--- src/rtl/fpu_pkg.sv ---
// Shared FP datapath definitions: rounding modes, FP32 field widths and
// the integer saturation constants used by the float<->int converters.
package fpu_pkg;

  localparam int EXP_W     = 8;
  localparam int FRAC_W    = 23;
  localparam int FP32_BIAS = 127;

  // RISC-V static rounding modes; DYN is resolved before reaching the FPU.
  typedef enum logic [2:0] {
    RNE = 3'b000,
    RTZ = 3'b001,
    RDN = 3'b010,
    RUP = 3'b011,
    RMM = 3'b100
  } rm_t;

  localparam logic [31:0] INT32_MAX  = 32'h7FFF_FFFF;
  localparam logic [31:0] INT32_MIN  = 32'h8000_0000;
  localparam logic [31:0] UINT32_MAX = 32'hFFFF_FFFF;

endpackage

--- src/rtl/fcvt_round_inc.sv ---
// Rounding-increment decision shared by the float->int and int->float paths.
// Given the kept LSB, guard bit and round/sticky bit, decides whether the
// truncated magnitude must be bumped by one ulp.
module fcvt_round_inc (
  input  logic [2:0] rm,
  input  logic       s,
  input  logic       lsb,
  input  logic       g,
  input  logic       r,
  output logic       inc
);

  import fpu_pkg::*;

  // Reserved encodings fall back to round-to-nearest-even.
  always_comb begin
    inc = g & (r | lsb);
    case (rm)
      RNE:     inc = g & (r | lsb);
      RTZ:     inc = 1'b0;
      RDN:     inc = s & (g | r);
      RUP:     inc = ~s & (g | r);
      RMM:     inc = g;
      default: inc = g & (r | lsb);
    endcase
  end

endmodule

--- src/rtl/fcvt_float_to_int.sv ---
// Sequential FP32 -> 32-bit integer converter (FCVT.W.S / FCVT.WU.S).
// The operand is aligned one bit per cycle in a 64-bit fixed-point
// accumulator (integer part [63:32], fraction [31:0]), rounded with the
// requested mode, then range-checked and saturated. Specials (NaN, Inf,
// zero, magnitudes >= 2^32) bypass the datapath and finish in one cycle.
module fcvt_float_to_int #(
  parameter int INT_W  = 32,
  parameter int EXP_W  = 8,
  parameter int FRAC_W = 23
) (
  input  logic             clk,
  input  logic             rst,
  input  logic             start,
  input  logic             is_unsigned,
  input  logic [2:0]       rm,
  input  logic [31:0]      operand,
  output logic             busy,
  output logic             done,
  output logic [INT_W-1:0] result,
  output logic             invalid,
  output logic             inexact
);

  import fpu_pkg::*;

  if (INT_W != 32) begin : g_bad_int_w
    $error("fcvt_float_to_int: only INT_W == 32 is supported");
  end

  typedef enum logic [2:0] {
    S_IDLE  = 3'd0,
    S_SHIFT = 3'd1,
    S_ROUND = 3'd2,
    S_SAT   = 3'd3,
    S_DONE  = 3'd4
  } state_t;

  state_t state;
  state_t state_nxt;

  // Saturated value chosen by the sign of the source.
  function automatic logic [31:0] sat_value(input logic neg, input logic uns);
    if (uns) return neg ? 32'h0000_0000 : UINT32_MAX;
    else     return neg ? INT32_MIN : INT32_MAX;
  endfunction

  // Whether a rounded 33-bit magnitude fits the destination integer type.
  function automatic logic mag_in_range(input logic [32:0] mag_v, input logic neg,
                                        input logic uns);
    if (uns) return neg ? (mag_v == 33'd0) : (mag_v <= 33'h0_FFFF_FFFF);
    else     return neg ? (mag_v <= 33'h0_8000_0000) : (mag_v <= 33'h0_7FFF_FFFF);
  endfunction

  // Operand decode
  logic [EXP_W-1:0]  op_exp;
  logic [FRAC_W-1:0] op_frac;
  logic              op_sign;
  logic              frac_nz;
  logic              exp_max;
  logic signed [9:0] op_e;

  assign op_exp  = operand[FRAC_W +: EXP_W];
  assign op_frac = operand[FRAC_W-1:0];
  assign op_sign = operand[31];
  assign frac_nz = |op_frac;
  assign exp_max = &op_exp;
  assign op_e    = $signed({2'b00, op_exp}) - $signed(10'(FP32_BIAS));

  // Special-case results and the initial accumulator load
  logic        spec_hit;
  logic [31:0] spec_res;
  logic        spec_nv;
  logic [63:0] ld_acc;
  logic        ld_sticky;
  logic [5:0]  ld_cnt;
  logic        ld_left;

  // Datapath state
  logic [63:0] acc;
  logic        sticky;
  logic [5:0]  cnt;
  logic        left;
  logic        sgn;
  logic        uns;
  logic [2:0]  rm_q;
  logic [32:0] mag;
  logic        nx;

  // Rounding and saturation signals
  logic        rnd_lsb;
  logic        rnd_g;
  logic        rnd_r;
  logic        rnd_inc;
  logic        in_range;
  logic [31:0] sat_res;
  logic        accept;

  assign accept = (state == S_IDLE) && start;
  assign busy   = (state != S_IDLE);
  assign done   = (state == S_DONE);

  // Classify the operand at accept time and prepare the accumulator load.
  always_comb begin
    spec_hit  = 1'b0;
    spec_res  = 32'h0000_0000;
    spec_nv   = 1'b0;
    ld_acc    = {31'b0, 1'b1, op_frac, 9'b0};
    ld_sticky = 1'b0;
    ld_cnt    = 6'(op_e[9] ? -op_e : op_e);
    ld_left   = ~op_e[9];
    if (exp_max && frac_nz) begin
      // NaN converts to the largest positive value of the destination.
      spec_hit = 1'b1;
      spec_res = is_unsigned ? UINT32_MAX : INT32_MAX;
      spec_nv  = 1'b1;
    end else if (exp_max || (op_e >= 10'sd32)) begin
      spec_hit = 1'b1;
      spec_res = sat_value(op_sign, is_unsigned);
      spec_nv  = 1'b1;
    end else if (op_exp == '0) begin
      if (!frac_nz) begin
        spec_hit = 1'b1;
      end else begin
        // Subnormals are far below one half: only sticky survives.
        ld_acc    = 64'd0;
        ld_sticky = 1'b1;
        ld_cnt    = 6'd0;
      end
    end else if (op_e < -10'sd33) begin
      // Too small for the hidden bit to reach the guard position.
      ld_acc    = 64'd0;
      ld_sticky = 1'b1;
      ld_cnt    = 6'd0;
    end
  end

  // State register; reset aborts any conversion in flight.
  always_ff @(posedge clk or posedge rst) begin
    if (rst) state <= S_IDLE;
    else     state <= state_nxt;
  end

  // Next-state sequencing: IDLE -> SHIFT -> ROUND -> SAT -> DONE, specials skip to DONE.
  always_comb begin
    state_nxt = state;
    case (state)
      S_IDLE:  if (start) state_nxt = spec_hit ? S_DONE : S_SHIFT;
      S_SHIFT: if (cnt == 6'd0) state_nxt = S_ROUND;
      S_ROUND: state_nxt = S_SAT;
      S_SAT:   state_nxt = S_DONE;
      S_DONE:  state_nxt = S_IDLE;
      default: state_nxt = S_IDLE;
    endcase
  end

  assign rnd_lsb = acc[32];
  assign rnd_g   = acc[31];
  assign rnd_r   = (|acc[30:0]) | sticky;

  fcvt_round_inc u_round_inc (
    .rm  (rm_q),
    .s   (sgn),
    .lsb (rnd_lsb),
    .g   (rnd_g),
    .r   (rnd_r),
    .inc (rnd_inc)
  );

  // Capture at accept, align one bit per cycle, then form the rounded magnitude.
  always_ff @(posedge clk) begin
    if (accept) begin
      sgn    <= op_sign;
      uns    <= is_unsigned;
      rm_q   <= rm;
      acc    <= ld_acc;
      sticky <= ld_sticky;
      cnt    <= ld_cnt;
      left   <= ld_left;
    end else if ((state == S_SHIFT) && (cnt != 6'd0)) begin
      if (left) begin
        acc <= acc << 1;
      end else begin
        acc    <= acc >> 1;
        sticky <= sticky | acc[0];
      end
      cnt <= cnt - 6'd1;
    end else if (state == S_ROUND) begin
      mag <= {1'b0, acc[63:32]} + {32'b0, rnd_inc};
      nx  <= rnd_g | rnd_r;
    end
  end

  assign in_range = mag_in_range(mag, sgn, uns);
  assign sat_res  = in_range ? (sgn ? (~mag[31:0] + 32'd1) : mag[31:0])
                             : sat_value(sgn, uns);

  // Architectural result and flags; held until the next conversion writes them.
  always_ff @(posedge clk or posedge rst) begin
    if (rst) begin
      result  <= '0;
      invalid <= 1'b0;
      inexact <= 1'b0;
    end else if (accept && spec_hit) begin
      result  <= spec_res;
      invalid <= spec_nv;
      inexact <= 1'b0;
    end else if (state == S_SAT) begin
      // An out-of-range result raises NV only, never NX.
      result  <= sat_res;
      invalid <= ~in_range;
      inexact <= in_range & nx;
    end
  end

endmodule
--- config.mk ---
export PLATFORM = sky130hd
export DESIGN_NAME = fcvt_float_to_int
export DESIGN_NICKNAME = d
export VERILOG_FILES = /design/src/rtl/fpu_pkg.sv /design/src/rtl/fcvt_round_inc.sv /design/src/rtl/fcvt_float_to_int.sv
export SDC_FILE = /design/constraint.sdc
export NUM_CORES = 1
export LEC_CHECK = 0
export CORE_MARGIN = 2
export CORE_UTILIZATION = 40
export CTS_BUF_LIST = sky130_fd_sc_hd__clkbuf_8
export CTS_CLUSTER_DIAMETER = 50
export DETAILED_ROUTE_END_ITERATION = 10
export GPL_ROUTABILITY_DRIVEN = 0
export PLACE_DENSITY_LB_ADDON = 0.05
export SYNTH_ARGS = -nofsm -noshare
export SYNTH_HDL_FRONTEND = slang
export SYNTH_SLANG_ARGS = --single-unit
--- constraint.sdc ---
create_clock -name clk -period 4.9 [get_ports clk]
set_clock_uncertainty 0.05 [all_clocks]
set_input_delay 0.49 -clock clk [delete_from_list [all_inputs] [get_ports clk]]
set_output_delay 0.49 -clock clk [all_outputs]
set_load 0.02 [all_outputs]
==> results of run 1 <==
==> per-stage QoR <==
| stage | utilization (%) | std cells | cell area, um^2 | power (mW) |
|---|---|---|---|---|
| after floorplan | - | 756 | 8210 | 4.40 |
| after global placement | 45.5 | 1064 | 9170 | 5.15 |
| after detailed placement | 45.5 | 1064 | 9170 | 5.22 |
| after CTS | 47.4 | 1096 | 9570 | 6.20 |
| after global routing | 47.4 | 1096 | 9570 | 6.56 |
| final | 47.4 | 1096 | 9570 | 6.13 |
==> worst register-to-register path: stages (launching register included) <==
cell and delay, ns:
edfxtp_1 0.45, inv_1 0.16, ha_1 0.18, nor3b_1 0.46, nand4_1 0.43, nor3_1 0.30, o211ai_2 0.35, a221o_4 0.63
o22a_1 0.24
==> power groups by stage <==
stage	Sequential (mW)	Clock, mW	Combinational, mW
finish	2.82	0.966	2.34
global route	2.92	1.04	2.60
CTS	2.83	0.999	2.38
detailed placement	2.85	0	2.37
global placement	2.84	0	2.32
floorplan	2.85	0	1.55
==> state kept, by name, summed over array words and instances, names as in the netlist <==
signal,cells
uns,1
result,32
acc,64
nx,1
mag,33
inexact,1
sticky,1
rm_q,3
state,3
invalid,1
cnt,6
left,1
sgn,1
==> cell families after synthesis <==
logic type | Yosys count | share of synthesized area (%)
AOI/OAI and AO/OA | 128 | 11.4
xor gates and xnor gates | 72 | 7.68
adders and majority gates | 12 | 1.83
buffers and inverters | 63 | 3.28
DFF | 148 | 51.9
muxes | 64 | 7.80
and+or+nand+nor | 269 | 16.1
==> area by class of cell <==
class | instances | area share, %
clock buffer | 17 | 2.45
clock inverter | 15 | 1.69
inverter | 16 | 0.628
multi-input combinational | 545 | 38.6
sequential | 148 | 44.5
tap | 270 | 3.53
timing repair buffer | 85 | 8.61
==> per-layer routing <==
layer / share of wire (%) / wire, um / global-route usage, % / vias up
li1: - / - / - / 2974
met1: 50 / 9400 / 25.4 / 2929
met2: 45 / 8330 / 26.3 / 122
met3: 3.9 / 718 / 3.54 / 16
met4: 0.97 / 181 / 4.28 / 0
met5: 0 / 0 / 0 / -
==> final timing paths <==
| path | slack, ns | cells past startpoint | to | from |
|---|---|---|---|---|
| setup reg to reg | 1.53 | 8 | result[8]$_DFFE_PP0P_ | mag[0]$_DFFE_PP_ |
| setup / recovery | 1.18 | 8 | acc[22]$_DFFE_PP_ | operand[23] |
| hold reg to reg | 0.46 | 1 | result[9]$_DFFE_PP0P_ | result[9]$_DFFE_PP0P_ |
| max in group asynchronous | 4.07 | 3 | result[11]$_DFFE_PP0P_ | rst |
| min in group clk | 0.46 | 1 | result[9]$_DFFE_PP0P_ | result[9]$_DFFE_PP0P_ |
| hold / removal | 0.39 | 3 | invalid$_DFFE_PP0P_ | rst |
==> cell usage after synthesis (3+ instances only) <==
cell type    n
buf_6        3
inv_1       15
dfrtp_1     37
or3_1        9
mux2i_1     64
ha_1        12
nand4_1     15
and3_1      12
nand2_1     59
edfxtp_1   111
nor3b_1      6
xor2_1      41
o41ai_1     10
buf_1        8
buf_2        5
nor4_1      22
a21oi_1     12
nand3_1     18
nor3_1      43
o31ai_1     11
o21ai_0     16
nor2_1      67
clkbuf_1    30
or4_1        4
nand2b_1     3
and2_1       3
xnor2_1     31
o22a_1      31
o22ai_1     27
==> summary.md, run 1 <==
| Metric | Value |
|---|---|
| Status | `finished clean` |
| Grt total ovfl | `0` |
| Max Transition Viols Final | `0` |
| Area growth, synth to finish | `16.5%` |
| WP buf/inv | `1` |
| Relative slew slack | `a little under a quarter` |
| Required @ worst endpoint | `5.01 ns` |
| N_diodes | `0` |
| Clk root buf | `clkbuf_8` |
| Final WS setup | `~1.2 ns` |
| Worst slew pin tran | `about 1.2 ns` |
| Drt wl/cell | `17.0 um` |
| Pin count of the biggest net entering global routing | `100` |
| Power Density | `between 600 and 700 nW/um^2` |
| DRC violations left | `0` |
| Fillers | `1931` |
| Total Nets Final | `about 860` |
| Gate Count Post-Synth | `~760` |
| Sw frac | `between 30% and 40%` |
| Worst hold path type | `in2async` |
| Clk_lat worst skew | `about 0.46 ns` |
| Asr flop ratio synth | `25.0%` |
| Sequence of cells on the critical path | `clkdlybuf4s50_1, ha_1, nand2b_1, nor4b_1, or3_1, a311oi_1, and2_1, o22ai_1` |
| ANT nets after route | `0` |
| Design internal power | `between 3 and 4 mW` |
| Core box area | `approximately 20000 um^2` |
| Hold Slack | `between 0.3 and 0.4 ns` |
| Crit Path Max Fanout | `26` |
| Tcrit/Tclk final | `approximately three quarters` |
| Footprint of the multi-input gates | `roughly 3700 um^2` |
| Flops & latches, synth | `between 100 and 150` |
| Post-synth top area share | `around 40%` |
| Max-Cap Viols | `0` |
| Via count | `between 6000 and 7000` |
| Die ar. | `between 20000 and 25000 um^2` |
| Row Count | `52` |
| Die height | `approximately 150 um` |
| DR pass1 iterations | `4` |
| Flop pwr share | `between 40 and 50%` |
| Clock sinks | `between 100 and 150` |
| RSZ-0062 raised after global routing | `no` |
| Syn_nets | `about 800` |
| Bufs on Longest Clock Path | `2` |
| Clock power frac | `15.8%` |
| Layout cells sized above 1 | `under 10%` |
| CTS tree | `done` |
| Initial drt markers | `491` |
| Most frequent cells in the layout | `edfxtp_1, clkdlybuf4s50_1, nor2_1` |
| Worst-path clk slew | `about 0.09 ns` |
| Setup bufs post-CTS | `0` |
| WP data arrival | `roughly 3.8 ns` |
| Final setup fails | `0` |
| Max incr delay on CP | `between 0.8 and 0.9 ns` |
| Yosys cell types | `52` |
| Setup CP Type | `in2reg` |
| Vias in the first global route | `approximately 5800` |
| Main area contributors after synthesis | `edfxtp_1, dfrtp_1, mux2i_1` |
| Die Wd | `about 150 um` |
| Synth warn | `0` |
| Boundary Pins | `75` |
| Dpl hpwl | `roughly 13 mm` |
| Dpl ws | `0.770 ns` |
| FMAX | `269 MHz` |
| Cell Area, Synth | `roughly 8000 um^2` |
| Initial core utilization | `40.7%` |
| First-pass GRT wire length | `between 30 and 40 mm` |
| Top delay family on crit path | `simple AND/OR/NAND/NOR gates` |
| Largest area contributor in the netlist | `edfxtp_1` |
| Port Buffer Count | `between 70 and 80` |
| Static leakage power | `around 3.5 nW` |
| GRT Total Usage | `between 15 and 20%` |
| Inserted Clock Buffers | `17` |
| Number of flops mapped to enable cells by yosys | `approximately 110` |
| Slowest cell on crit path | `and2_1` |
| Worst VDD drop | `0.000263 V` |
| CP Launch Type | `primary input` |
| Comb pwr share | `about two fifths` |
| Avg Cell Area, Syn | `between 10 and 15 um^2` |
| Post-synth top flop | `edfxtp_1` |
| Min Clock Period, post-route | `~3.7 ns` |
| Reg area | `4260 um^2` |
| Final Hold Viols | `0` |
| Most common cell after layout, fill and taps aside | `edfxtp_1` |
| Hold Buf Count CTS | `0` |
| Initial antenna violation count | `0` |
| Routed WL | `18.6 mm` |
| Via/cell ratio | `5.51` |
| H-tree Lvls | `4` |
| Seq/Total Area, Yosys | `51.9%` |
| Setup TNS | `0 ns` |
| Crit end category | `register` |
| Post-CTS sizing | `0` |
| Reported net switching power | `approximately 2.4 mW` |
(Power assumes the default switching activity.)
==> run 2, diff against run 1 <==
==> constraint.sdc (replaced) <==
create_clock -name clk -period 3.3 [get_ports clk]
set_clock_uncertainty 0.05 [all_clocks]
set_input_delay 0.33 -clock clk [delete_from_list [all_inputs] [get_ports clk]]
set_output_delay 0.33 -clock clk [all_outputs]
set_load 0.02 [all_outputs]
==> summary.md, run 2 (synthesis gave the netlist of run 1 again) <==
| Metric | Value |
|---|---|
| Crit Path Max Fanout | `4` |
| RSZ-0062 raised after global routing | `no` |
| GRT met2 Usage | `about a quarter` |
| Dpl hpwl | `between 10 and 15 mm` |
| Max Transition Viols Final | `0` |
| Power Density | `959 nW/um^2` |
| GRT Total Usage | `17.8%` |
| Sequence of cells on the critical path | `nor4_1, nand4_1, or3_1, o21a_1, ha_1, ha_1, nand2_1, nor4_2, nand3_1, nor2_1, and4_1` |
| Worst-path clk slew | `~0.09 ns` |
| Max FFs per register | `between 60 and 70` |
| Slowest cell on crit path | `edfxtp_1` |
| Setup CP Type | `reg2reg` |
| Via/cell ratio | `5.48` |
| Routed WL | `19.1 mm` |
| Initial core utilization | `40.7%` |
| Worst slew pin tran | `just over 1 ns` |
| ANT nets after route | `0` |
| Die Wd | `between 100 and 150 um` |
| Initial antenna violation count | `0` |
| Status | `finished clean` |
| Final Hold Viols | `0` |
| Max incr delay on CP | `between 0.4 and 0.5 ns` |
| Setup bufs post-CTS | `0` |
| Die ar. | `21700 um^2` |
| Die height | `147 um` |
| DR pass1 iterations | `5` |
| Via count | `slightly above 6000` |
| Most common cell after layout, fill and taps aside | `edfxtp_1` |
| Relative slew slack | `between 30% and 40%` |
| Min Clock Period, post-route | `roughly 3.0 ns` |
| Reg area | `~4300 um^2` |
| GR Util met1 | `a little over a quarter` |
| DRC violations left | `0` |
| Pin count of the biggest net entering global routing | `100` |
| Max-Cap Viols | `0` |
| Area growth, synth to finish | `19.2%` |
| Required @ worst endpoint | `around 3.5 ns` |
| Core box area | `around 20000 um^2` |
| Layout cells sized above 1 | `under 10%` |
| Setup TNS | `0 ns` |
| Largest Register | `acc` |
| Fillers | `1852` |
| Grt total ovfl | `0` |
| Top delay family on crit path | `simple AND/OR/NAND/NOR gates` |
| Static leakage power | `3.58 nW` |
| Footprint of the multi-input gates | `3700 um^2` |
| Design area | `9790 um^2` |
| Clock sinks | `roughly 150` |
| Final setup fails | `0` |
| Tcrit/Tclk final | `approximately 90%` |
| Drt wl/cell | `17.1 um` |
| CP Launch Type | `register` |
| CTS tree | `done` |
| GR peak layer | `met1` |
| Worst VDD drop | `between 0.0004 and 0.0005 V` |
| Worst hold path type | `in2async` |
| Post-DP Area | `9340 um^2` |
| Hold Slack | `around 0.25 ns` |
| Crit-path most repeated cell | `ha_1` |
| Total Nets Final | `around 900` |
| Port Buffer Count | `74` |
| Crit. Startpoint | `acc[18]$_DFFE_PP_` |
| FMAX | `roughly 330 MHz` |
| Clk_lat worst skew | `between 0.4 and 0.5 ns` |
| M3 GR Usage | `under 10%` |
| Inserted Clock Buffers | `17` |
| Biggest regs | `acc: 64 flops, mag: 33 flops, result: 32 flops` |
| H-tree Lvls | `4` |
| Hold Buf Count CTS | `0` |
| Crit end category | `register` |
| Clk root buf | `clkbuf_8` |
| WP buf/inv | `0` |
| WP data arrival | `around 3.2 ns` |
| Bufs on Longest Clock Path | `2` |
| Most frequent cells in the layout | `edfxtp_1, clkdlybuf4s50_1, nor2_1` |
| Final WS setup | `0.250 ns` |
| Row Count | `52` |
| Reg2reg start | `acc[18]$_DFFE_PP_` |
| First-pass GRT wire length | `around 31 mm` |
| Boundary Pins | `75` |
| Initial drt markers | `just under 400` |
| Vias in the first global route | `5809` |
| N_diodes | `0` |
| Dpl ws | `0.119 ns` |
[run 2: changes by cell type in the layout (fill, tap and decap cells not counted), sizes merged]
| cell | change |
|---|---|
| buf | +19 |
| bufinv | +3 |
| clkinvlp | +1 |
| inv | -4 |
[run 2: repair_timing]
item / CTS / global route
resized for setup: 0 / 1
endpoints found under the setup margin: 0 / 4
hold endpoints to repair: 0 / 0
[run 2: per-layer routing]
layer	vias up	routed length, um
met3	19	719
met4	0	208
met2	130	8460
met5	-	0
li1	3000	-
met1	2962	9670
[run 2: layout make-up]
type                    count  area share, %
flip-flops and latches    148           43.5
multi-input cells         545           37.8
clock inverters            15           2.08
well taps                 270           3.45
clock buffers              17           2.39
repair buffers            104           10.1
inverters                  16          0.614
[run 2: worst paths after layout]
kind,cells past startpoint,end,slack (ns)
min in group clk,1,rm_q[2]$_DFFE_PP_,0.43
max in group asynchronous,3,result[29]$_DFFE_PP0P_,2.61
worst max-delay path,11,mag[32]$_DFFE_PP_,0.25
worst min register to register,1,result[10]$_DFFE_PP0P_,0.46
worst max register to register,11,mag[32]$_DFFE_PP_,0.25
worst min-delay path,3,result[4]$_DFFE_PP0P_,0.25
[run 2: metrics by stage]
step	std cells	power [mW]	util, %
final	1115	9.38	48.5
after global routing	1115	10.0	48.5
after CTS	1115	9.49	48.5
after detailed placement	1083	7.90	46.3
after global placement	1083	7.83	46.3
after floorplan	756	6.53	-
[run 2: power breakdown]
part | switching (mW) | internal, mW
clock | 0.730 | 0.831
combinational | 1.99 | 1.66
sequential | 0.835 | 3.34
[run 2: worst min-delay path: cells and delay by family]
family                 cells  cell delay, ns
buffers and inverters      3            0.86
==> run 3, diff against run 2 <==
--- a/config.mk
+++ b/config.mk
@@ -12,6 +12,7 @@
 export DETAILED_ROUTE_END_ITERATION = 10
 export GPL_ROUTABILITY_DRIVEN = 0
 export PLACE_DENSITY_LB_ADDON = 0.05
+export RECOVER_POWER = 25
 export SYNTH_ARGS = -nofsm -noshare
 export SYNTH_HDL_FRONTEND = slang
 export SYNTH_SLANG_ARGS = --single-unit
==> summary.md, run 3 (synthesis gave the netlist of run 1 again) <==
| Metric | Value |
|---|---|
| Routed WL | `~19 mm` |
| Clk root buf | `clkbuf_8` |
| Static leakage power | `between 3 and 4 nW` |
| M3 GR Usage | `between 3 and 4%` |
| Total Nets Final | `between 800 and 900` |
| Worst hold path type | `reg2reg` |
| Setup CP Type | `reg2reg` |
| Final Hold Viols | `0` |
| Tcrit/Tclk final | `between 90 and 100%` |
| Hold Slack | `0.456 ns` |
| Reg area | `roughly 4300 um^2` |
| Setup TNS | `0 ns` |
| Crit. Startpoint | `acc[18]$_DFFE_PP_` |
| WP data arrival | `3.19 ns` |
| Core box area | `about 20000 um^2` |
| FMAX | `329 MHz` |
| Pin count of the biggest net entering global routing | `100` |
| Via/cell ratio | `approximately 5.5` |
| Via count | `~6100` |
| Clk_lat worst skew | `approximately 0.45 ns` |
| H-tree Lvls | `4` |
| GR Util met1 | `about 27%` |
| Boundary Pins | `75` |
| Final setup fails | `0` |
| DRC violations left | `0` |
| First-pass GRT wire length | `just over 30 mm` |
| Area growth, synth to finish | `18.9%` |
| Grt total ovfl | `0` |
| Min Clock Period, post-route | `slightly above 3 ns` |
| Max-Cap Viols | `2` |
| Fillers | `approximately 1900` |
| Inserted Clock Buffers | `17` |
| Clock sinks | `~150` |
| Vias in the first global route | `a little under 6000` |
| Reg2reg start | `acc[18]$_DFFE_PP_` |
| RSZ-0062 raised after global routing | `no` |
| Most frequent cells in the layout | `edfxtp_1, nor2_1, clkdlybuf4s50_1` |
| Worst VDD drop | `0.000456 V` |
| Worst hold path startpoint | `result[9]$_DFFE_PP0P_` |
| Crit Path Max Fanout | `4` |
| Sequence of cells on the critical path | `nor4_1, nand4_1, or3_1, o21a_1, ha_1, ha_1, nand2_1, nor4_2, nand3_1, nor2_1, and4_1` |
| Port Buffer Count | `between 70 and 80` |
| CP Launch Type | `register` |
| Relative slew slack | `-32.4%` |
| Footprint of the multi-input gates | `approximately 3700 um^2` |
| Most common cell after layout, fill and taps aside | `edfxtp_1` |
| Layout cells sized above 1 | `roughly 7.2%` |
| Worst slew pin tran | `1.99 ns` |
| Slowest cell on crit path | `edfxtp_1` |
| Crit end category | `register` |
| Setup bufs post-CTS | `0` |
| GR peak layer | `met1` |
| CTS tree | `done` |
| N_diodes | `0` |
| Die Wd | `between 100 and 150 um` |
| Required @ worst endpoint | `around 3.5 ns` |
| Bufs on Longest Clock Path | `2` |
| Power Density | `958 nW/um^2` |
| Largest Register | `acc` |
| Biggest regs | `acc: 64 flops, mag: 33 flops, result: 32 flops` |
| Row Count | `between 50 and 60` |
| Initial antenna violation count | `0` |
| Die height | `between 100 and 150 um` |
| Die ar. | `about 22000 um^2` |
| ANT nets after route | `0` |
| Drt wl/cell | `about 17 um` |
| Initial core utilization | `approximately two fifths` |
| GRT Total Usage | `between 15 and 20%` |
| Max incr delay on CP | `approximately 0.43 ns` |
| Status | `complete, but fails checks` |
| GRT met2 Usage | `between 20% and 30%` |
| Crit-path most repeated cell | `ha_1` |
| DR pass1 iterations | `5` |
| Hold Buf Count CTS | `0` |
| Initial drt markers | `between 400 and 500` |
| Failing checks | `capacitance limit, slew limit` |
| Worst-path clk slew | `roughly 0.09 ns` |
| Max Transition Viols Final | `73` |
| Max FFs per register | `between 60 and 70` |
| Dpl hpwl | `roughly 13 mm` |
-- run 3: metrics by stage --
| stage | power [mW] | worst slack [ns] | util, % | instances | cell area, um^2 |
|---|---|---|---|---|---|
| floorplan | 6.53 | 0.290 | - | 756 | 8220 |
| global placement | 7.83 | 0.136 | 46.3 | 1083 | 9340 |
| detailed placement | 7.90 | 0.119 | 46.3 | 1083 | 9340 |
| CTS | 9.49 | 0.134 | 48.5 | 1115 | 9780 |
| global route | 10.0 | 0.0264 | 48.4 | 1115 | 9760 |
| finish | 9.36 | 0.259 | 48.4 | 1115 | 9760 |
-- run 3: path summary, 6_finish.rpt --
check / endpoint / slack (ns) / cells past startpoint
worst min-delay path: result[9]$_DFFE_PP0P_ / 0.46 / 1
worst max-delay path: mag[32]$_DFFE_PP_ / 0.26 / 11
worst min register to register: result[9]$_DFFE_PP0P_ / 0.46 / 1
max in group asynchronous: result[29]$_DFFE_PP0P_ / 1.06 / 3
min in group asynchronous: result[4]$_DFFE_PP0P_ / 0.99 / 3
worst max register to register: mag[32]$_DFFE_PP_ / 0.26 / 11
-- run 3: repair_timing --
action | 4_1_cts | 5_1_grt
endpoints found under the setup margin | 0 | 4
gates resized for setup | 0 | 1
endpoints found under the hold margin | 0 | 0
-- run 3: final cells by class --
class | count | area share [%]
multi-input combinational | 545 | 37.8
timing repair buffer | 104 | 10.0
inverter | 16 | 0.615
clock buffer | 17 | 2.40
tap | 270 | 3.46
clock inverter | 15 | 2.09
sequential | 148 | 43.6
-- run 3: routing by layer --
| layer | share of wire [%] | wire, um | up-vias |
|---|---|---|---|
| met1 | 51 | 9720 | 2936 |
| met2 | 45 | 8520 | 136 |
| met5 | 0 | 0 | - |
| li1 | - | - | 3003 |
| met4 | 0.94 | 179 | 0 |
| met3 | 3.1 | 593 | 18 |
-- run 3: worst max-delay path: cells and delay by family, from the launching register on --
family	cells	cell delay, ns
AO/OA/AOI/OAI	1	0.12
adder cells (fa/ha/maj)	2	0.42
flip-flops	1	0.43
AND/OR/NAND/NOR	8	1.78
-- run 3: report_power, final --
group	internal [mW]	switching (mW)
logic	1.63	1.99
clock network	0.831	0.729
registers	3.35	0.827
